==> src/rtl/puf_pkg.sv <==
// Shared types and constants for the PUF response collector.
package puf_pkg;

  localparam int unsigned PUF_CHAL_W = 2;

  typedef enum logic [2:0] {
    StIdle,
    StSettle,
    StSample,
    StShift,
    StDone
  } puf_state_e;

endpackage

==> src/rtl/puf_sync_2ff.sv <==
// Two-flop synchronizer for a single asynchronous bit.
module puf_sync_2ff (
  input  logic clk,
  input  logic rst,
  input  logic d_i,
  output logic q_o
);

  logic meta_q;
  logic sync_q;

  // Both stages clear on reset so no stale sample survives an abort.
  always_ff @(posedge clk or posedge rst) begin
    if (rst) begin
      meta_q <= 1'b0;
      sync_q <= 1'b0;
    end else begin
      meta_q <= d_i;
      sync_q <= meta_q;
    end
  end

  assign q_o = sync_q;

endmodule

==> src/rtl/puf_resp_collector.sv <==
// Collects an N_BITS response word from a PUF generator, one bit per challenge step.
// Optional build macro: PUF_MAJORITY_VOTE_EN enables N_SAMPLES-way majority voting per bit.
module puf_resp_collector
  import puf_pkg::*;
#(
  parameter int unsigned N_BITS     = 8,
  parameter int unsigned SETTLE_CYC = 16,
  parameter int unsigned N_SAMPLES  = 5
) (
  input  logic                  clk,
  input  logic                  rst,
  input  logic                  start,
  input  logic                  puf_out,
  output logic                  puf_enable,
  output logic [PUF_CHAL_W-1:0] puf_challenge,
  output logic [N_BITS-1:0]     resp_data,
  output logic                  resp_valid,
  input  logic                  resp_ready,
  output logic                  busy
);

  puf_state_e            state_q, state_d;
  logic [7:0]            settle_q, settle_d;
  logic [4:0]            idx_q, idx_d;
  logic [PUF_CHAL_W-1:0] chal_q, chal_d;
  logic                  en_q, en_d;
  logic [N_BITS-1:0]     data_q, data_d;
  logic                  puf_sync;
  logic                  dec_bit;

  puf_sync_2ff u_sync (
    .clk (clk),
    .rst (rst),
    .d_i (puf_out),
    .q_o (puf_sync)
  );

`ifdef PUF_MAJORITY_VOTE_EN
  logic [3:0] samp_q, samp_d;
  logic [3:0] ones_q, ones_d;
`else
  logic       bit_q, bit_d;
  // Parameter is meaningless without voting; keep it referenced.
  logic [3:0] unused_n_samples;
  assign unused_n_samples = 4'(N_SAMPLES);
`endif

  // Next-state logic: sequencing of settle / sample / shift per response bit.
  always_comb begin
    state_d  = state_q;
    settle_d = settle_q;
    idx_d    = idx_q;
    chal_d   = chal_q;
    en_d     = en_q;
    data_d   = data_q;
`ifdef PUF_MAJORITY_VOTE_EN
    samp_d   = samp_q;
    ones_d   = ones_q;
    dec_bit  = (ones_q >= 4'((N_SAMPLES + 1) / 2));
`else
    bit_d    = bit_q;
    dec_bit  = bit_q;
`endif

    case (state_q)
      StIdle: begin
        if (start) begin
          idx_d    = '0;
          data_d   = '0;
          en_d     = 1'b1;
          chal_d   = '0;
          settle_d = 8'(SETTLE_CYC - 1);
          state_d  = StSettle;
        end
      end
      StSettle: begin
        if (settle_q == 8'd0) begin
          state_d = StSample;
`ifdef PUF_MAJORITY_VOTE_EN
          samp_d  = 4'(N_SAMPLES - 1);
          ones_d  = '0;
`endif
        end else begin
          settle_d = settle_q - 8'd1;
        end
      end
      StSample: begin
`ifdef PUF_MAJORITY_VOTE_EN
        ones_d = ones_q + 4'(puf_sync);
        if (samp_q == 4'd0) begin
          state_d = StShift;
        end else begin
          samp_d = samp_q - 4'd1;
        end
`else
        bit_d   = puf_sync;
        state_d = StShift;
`endif
      end
      StShift: begin
        // Shift left so bit index 0 ends up at the MSB.
        data_d = (data_q << 1) | N_BITS'(dec_bit);
        if (idx_q == 5'(N_BITS - 1)) begin
          en_d    = 1'b0;
          state_d = StDone;
        end else begin
          idx_d    = idx_q + 5'd1;
          chal_d   = idx_q[PUF_CHAL_W-1:0] + 2'd1;
          settle_d = 8'(SETTLE_CYC - 1);
          state_d  = StSettle;
        end
      end
      StDone: begin
        if (resp_ready) begin
          state_d = StIdle;
        end
      end
      default: state_d = StIdle;
    endcase
  end

  // State registers; reset aborts any collection in progress.
  always_ff @(posedge clk or posedge rst) begin
    if (rst) begin
      state_q  <= StIdle;
      settle_q <= '0;
      idx_q    <= '0;
      chal_q   <= '0;
      en_q     <= 1'b0;
      data_q   <= '0;
`ifdef PUF_MAJORITY_VOTE_EN
      samp_q   <= '0;
      ones_q   <= '0;
`else
      bit_q    <= 1'b0;
`endif
    end else begin
      state_q  <= state_d;
      settle_q <= settle_d;
      idx_q    <= idx_d;
      chal_q   <= chal_d;
      en_q     <= en_d;
      data_q   <= data_d;
`ifdef PUF_MAJORITY_VOTE_EN
      samp_q   <= samp_d;
      ones_q   <= ones_d;
`else
      bit_q    <= bit_d;
`endif
    end
  end

  // Outputs come straight from registers so reset clears them without a clock edge.
  always_comb begin
    puf_enable    = en_q;
    puf_challenge = chal_q;
    resp_data     = data_q;
    resp_valid    = (state_q == StDone);
    busy          = (state_q != StIdle);
  end

endmodule

==> config.mk <==
export PLATFORM = sky130hd
export DESIGN_NAME = puf_resp_collector
export DESIGN_NICKNAME = d
export VERILOG_FILES = /design/src/rtl/puf_pkg.sv /design/src/rtl/puf_sync_2ff.sv /design/src/rtl/puf_resp_collector.sv
export SDC_FILE = /design/constraint.sdc
export NUM_CORES = 1
export LEC_CHECK = 0
export BUFFER_PORTS_ARGS = -buffer_cell sky130_fd_sc_hd__buf_2
export CORE_ASPECT_RATIO = 0.9
export CORE_MARGIN = 1.5
export CORE_UTILIZATION = 33
export CTS_CLUSTER_DIAMETER = 60
export DETAILED_ROUTE_END_ITERATION = 16
export GPL_ROUTABILITY_DRIVEN = 1
export PLACE_DENSITY = 0.62
export SLEW_MARGIN = 0
export SYNTH_ARGS = -nofsm -noshare
export SYNTH_HDL_FRONTEND = slang
export SYNTH_HIERARCHICAL = 1
export SYNTH_SLANG_ARGS = --single-unit
==> constraint.sdc <==
create_clock -name clk -period 2.2 [get_ports clk]
set_clock_uncertainty 0.2 [all_clocks]
set_input_delay 0 -clock clk [delete_from_list [all_inputs] [get_ports clk]]
set_output_delay 0 -clock clk [all_outputs]
set_load 0.01 [all_outputs]
# [After elaboration in Yosys (flattened, before gate mapping)]
# Cells that the tools add are included.
[totals] elab_cells=54 mem_bits_ro=0 register_bits=30 latchBits=0 memories=0 out_inout_bits=13 in_bits=5 ramBits=0
[classes] mux=20 mul=0 div_mod_pow=0 magnitude_cmp=0 bitwise_logic=1 eq_ne=11 reduce_logical=10 shift=0 addsub=3
[ops] operator="$mux W8" n=4
[ops] operator="$pmux W8 S3" n=1
[ops] operator="$pmux W8 S2" n=1
[ops] operator="$pmux W3 S5" n=1
[ops] operator="$mux W3" n=4
[ops] operator="$mux W5" n=2
[ops] operator="$ne A2 B2 Y1 const B" n=5
[ops] operator="$pmux W5 S2" n=1
[ops] operator="$reduce_and A3 Y1" n=3
[ops] operator="$logic_not A8 Y1" n=1
[ops] operator="$or A8 B1 Y8" n=1
[ops] operator="$sub A8 B1 Y8 const B" n=1
[ops] operator="$eq A3 B2 Y1 const B" n=2
[ops] operator="$reduce_bool A3 Y1" n=2
[ops] operator="$add A5 B1 Y5 const B" n=1
[ops] operator="$eq A5 B3 Y1 const B" n=1
[ops] operator="$mux W2" n=2
[ops] operator="$pmux W2 S2" n=1
[ops] operator="$reduce_and A4 Y1" n=1
[ops] operator="$eq A3 B1 Y1 const B" n=1
[ops] operator="$eq A3 B3 Y1 const B" n=1
[ops] operator="$logic_not A3 Y1" n=1
[ops] operator="$add A2 B1 Y2 const B" n=1
[ops] operator="$mux W1" n=2
[ops] operator="other kinds (4)" n=4

# [Depth between registers and ports, before layout]
[depth] ltp_word=3 depth_mapped=6 ltp_nobuf=6

# [By module]
# The synthesis kept the hierarchy.
[by_module_without_submodules] module="puf_resp_collector" instances=1 seq_area_each_um2=650.6 cells_per_inst=136 area_each_um2=1387.6
[by_module_without_submodules] module="puf_sync_2ff" instances=1 seq_area_each_um2=50.0 cells_per_inst=3 area_each_um2=53.8

# [Least setup slack after synthesis]
# Ideal clock, no wire load.
[synth_path] kind="reg2reg" start="reg settle_q[4]" end="reg settle_q[1]" stages_incl_launch_ff=5 period_less_slack_ps=2083 setup_ps=125 n_path_buf=0 t_arrival_ps=1758 slack_ps=117 required_time_ps=1875 cell_sequence="dfrtp_1 -> or4_4 -> nor3b_4 -> or4_1 -> mux2_2"
[synth_via] elab_chain_len=3
[synth_rtl] item="from (decl)" line_no="puf_resp_collector.sv:23" text="logic [7:0] settle_q, settle_d;"
[synth_rtl] item="from (signal assigned)" line_no="puf_resp_collector.sv:139" text="settle_q <= settle_d;"
[synth_rtl] item="$logic_not A8 Y1" line_no="puf_resp_collector.sv:77" text="if (settle_q == 8'd0) begin"
[synth_rtl] item="$ne A2 B2 Y1 (no line)"
[synth_rtl] item="$reduce_and A4 Y1 (no line)"
# Every way passes these cells.
# A chain may end at the register's enable or synchronous reset.

# [Worst setup path after layout]
[layout_path] start="reg settle_q[0]" end="reg settle_q[1]"
[layout_via] elab_chain_len=3 word_cells_on_any_way=6 classes_between="add/sub: 1; eq/ne: 1; mux: 2; reduce/logical: 2"
[layout_rtl] item="$sub A8 B1 Y8 / $logic_not A8 Y1 (equally long branches)" line_no="puf_resp_collector.sv:84, puf_resp_collector.sv:77"
[layout_rtl] item="$mux W8 / $ne A2 B2 Y1 (equally long branches)"
[layout_rtl] item="$pmux W8 S3 / $reduce_and A4 Y1 (equally long branches)"
# Several ways; a longest one is shown, not always the timed one. The select of a mux whose other input is x is not followed.

==> impl_metrics.toml <==
[status]
status = "complete, no violations"

[pwr]
power_per_cell_area_mw_per_mm2 = 957
intPower_mw = 1.07
ir_drop_worst_case_vdd_v = 0.000341
power.total_mw = 1.65
seq_power_share = 0.468
netSwitchingFraction = 0.350
comb_power_share = 0.335
static-leakage-power_nw = 0.815
power.share.clock = 0.197
power.switching_mw = 0.578

[die]
initial_utilization = 0.349
dieWidth_um = 72.7
placementRows = 22
fp.dieH_um = 65.7
die_area_mm2 = 0.00477
design.portCount = 18
fp.coreArea_mm2 = 0.00413

[critical_path]
critical_path.cell_chain = "inv_1, ha_1, nor3b_1, nor3b_4, or4_1, mux2_2"
cp.arrival_ns = 2.10
crit_path_max_incr_delay_ns = 0.52
r2r_slack_ns = 0.08
r2r.worst_path.cells = 6
ff_to_ff_end = "settle_q[1]"
critical-path-top-delay-family = "simple AND/OR/NAND/NOR gates"
critical_path.startpoint_type = "flip-flop"
timing.critical_path.buf_inv = 1
critPathMaxFanout = 3
critical-path-slowest-cell = "or4_1"
crit-reg2reg-launch = "settle_q[0]"
crit_path_start = "settle_q[0]"
critical_path_class = "flip-flop to flip-flop"
critPathRequiredTime_ns = 2.17
worst_setup_ep_type = "flip-flop"

[synthesis]
synth_edf_count = 0
synth-compound-area-share = 0.179
synthMuxAreaShare = 0.0434
dominant_combinational_cell_family_by_area_after_synthesis = "simple AND/OR/NAND/NOR gates"
ys_ff_latch = 28
netlist_top_cells_area = "dfrtp_1 49%, a22o_1 4.9%, mux2i_1 2.8%, a21o_1 2.6%, ha_1 2.6%"
synthesis.yosys.warnings = 6
synth-async-reset-ratio = 1.00
synth.avg_cell_area_um2 = 10.4
mappedNetlistNets = 147
yosys.area.top_type = "dfrtp_1"
synthFlopType = "dfrtp_1"
netlist_instances = 139
post_synth_cell_types = 40
portion_of_synthesized_cell_area_occupied_by_the_leading_cell_type = 0.486
cell_area_synth_mm2 = 0.00144
sequential_to_total_area_share_from_yosys_stat = 0.486
synth-adder-area-share = 0.0260
synth_xor_area_frac = 0
synthSimpleGateAreaFrac = 0.213

[clock_network]
numClockSinks = 28
clkLatencyLatePin_ns = 0.28
tritoncts_clock_tree = "yes"
clock_tree.htree_level_count = 1
root_buffer = "clkbuf_8"
number_of_clock_buffers_inserted_by_tritoncts = 3
cts_buffer_depth = 2
clkSlewWorstSetupHoldPaths_ns = 0.10

[route]
dr_total_vias = 1169
route.detailed.vias_per_inst = 5.44
wirelength_um = 3030
detail-route-antenna-nets = 0
drt_iter0_markers = 47
average_wire_per_cell_in_the_routed_design_um = 14.1
count_of_tritonroute_iterations_in_the_first_routing_pass = 4
drt_drc_violations_left = 0

[layout]
final_common_cell = "dfrtp_1"
post-route-util = 0.418
fraction_of_layout_instances_using_a_drive_strength_above_1 = 0.228
final_net_count = 176
area_growth_pct = 19.8
n_antenna_cell = 0
mostFrequentLayoutCells = "28 x dfrtp_1, 17 x buf_2, 10 x buf_4, 9 x nand2_1"
final_design_area_no_fill_mm2 = 0.00173

[timing]
timing.final.crit_period_ns = 2.12
max_slew.worst_pin.slew_ns = 0.478
fin_ws_ns = 0.0753
setup_viol_count_final = 0
finalCritPeriodShare = 0.966
setup_tns_ns = 0
rsz0062_at_grt = "no"
final_max_slew_viol_count = 0
relSlewSlack = 0.679
finalHoldViolations = 0
fmax_ghz = 0.471

[flow_run]
max-cap-violations = 0

[global_route]
grt_start_max_net_pins = 27
grt_antenna_before_repair = 0
global_route_total_overflow = 0
first_pass_grt_wire_length_um = 5170
via_count_of_the_first_global_routing_pass = 1093
grt.total_usage = 0.140

[place]
final_estimated_routing_congestion_in_global_placement = 0.833
dp_slack_ns = 0.109
dpl_cell_area_mm2 = 0.00160
place.detailed.hpwl_um = 2210
numPortBuffers = 17

[hold_path]
min-delay-path-class = "primary input to async pin"
-- layer usage --
| metal | global-route usage | vias up | wire length (µm) |
|---|---|---|---|
| li1 | - | 564 | - |
| met1 | 0.185 | 570 | 1460 |
| met2 | 0.216 | 27 | 1400 |
| met3 | 0.0322 | 8 | 108 |
| met4 | 0.0637 | 0 | 58 |
| met5 | 0 | - | 0 |
-- worst max path at each step --
| stage | to | cells past startpoint |
|---|---|---|
| 2_1_floorplan | settle_q[1] | 4 |
| 3_3_place_gp | settle_q[1] | 6 |
| 3_5_place_dp | settle_q[1] | 6 |
| 4_1_cts | settle_q[1] | 5 |
| 5_1_grt | settle_q[1] | 6 |
| 6_report | settle_q[1] | 6 |
-- sequential cells by signal, indices dropped and copies added, names as in the netlist --
signal and count:
bit_q 1, idx_q 5, puf_enable 1, resp_data 8
settle_q 8, state_q 3, u_sync/meta_q 1, u_sync/q_o 1
-- repair_timing --
action                     CTS  global route
hold endpoints to repair    35             0
hold buffers                 5             0
setup buffers                0             2
resized for setup            0             1
setup endpoints to repair    0             6
-- final cells by class --
type	instances	area, µm²
inverter	8	30.0
multi-input combinational	95	671
fill	413	2400
timing repair buffer	32	210
tap	48	60.1
clock buffer	4	55.1
sequential	28	701
-- power by group through the flow --
stage | registers, mW | logic (mW) | clock network, mW
finish | 0.773 | 0.554 | 0.325
global route | 0.795 | 0.630 | 0.352
CTS | 0.769 | 0.530 | 0.337
detailed placement | 0.776 | 0.524 | 0
global placement | 0.766 | 0.490 | 0
floorplan | 0.741 | 0.410 | 0
-- cells by family after synthesis --
group                    Yosys count
AO/OA/AOI/OAI                     36
buffers and inverters             16
multiplexers                       6
flip-flops                        28
adder cells (fa/ha/maj)            3
AND/OR/NAND/NOR                   50
-- worst min-delay path: cells and delay by family --
kind                   cells  cell delay (ns)
buffers and inverters      4             0.99
-- through the flow --
| step | hold slack (ns) | instances |
|---|---|---|
| 2_1_floorplan | -0.459 | 139 |
| 3_3_place_gp | -0.341 | 204 |
| 3_5_place_dp | -0.338 | 204 |
| 4_1_cts | 0.111 | 213 |
| 5_1_grt | 0.153 | 215 |
| 6_report | 0.104 | 215 |
-- cells in the mapped netlist (2+ instances only) --
cell / instances
clkbuf_1: 4
a21oi_1: 6
nor2b_1: 2
nand2_1: 9
nor3_1: 4
mux2_2: 2
nand3_1: 3
mux2i_1: 4
a21boi_0: 2
nor3b_1: 2
a22o_1: 8
o21ai_0: 7
or4_1: 4
or3_1: 2
o31ai_1: 3
dfrtp_1: 28
inv_1: 8
nor4_1: 4
buf_4: 2
nand2b_1: 2
ha_1: 3
a21o_1: 5
nor2_1: 8
Power figures use the tool's default switching activity.
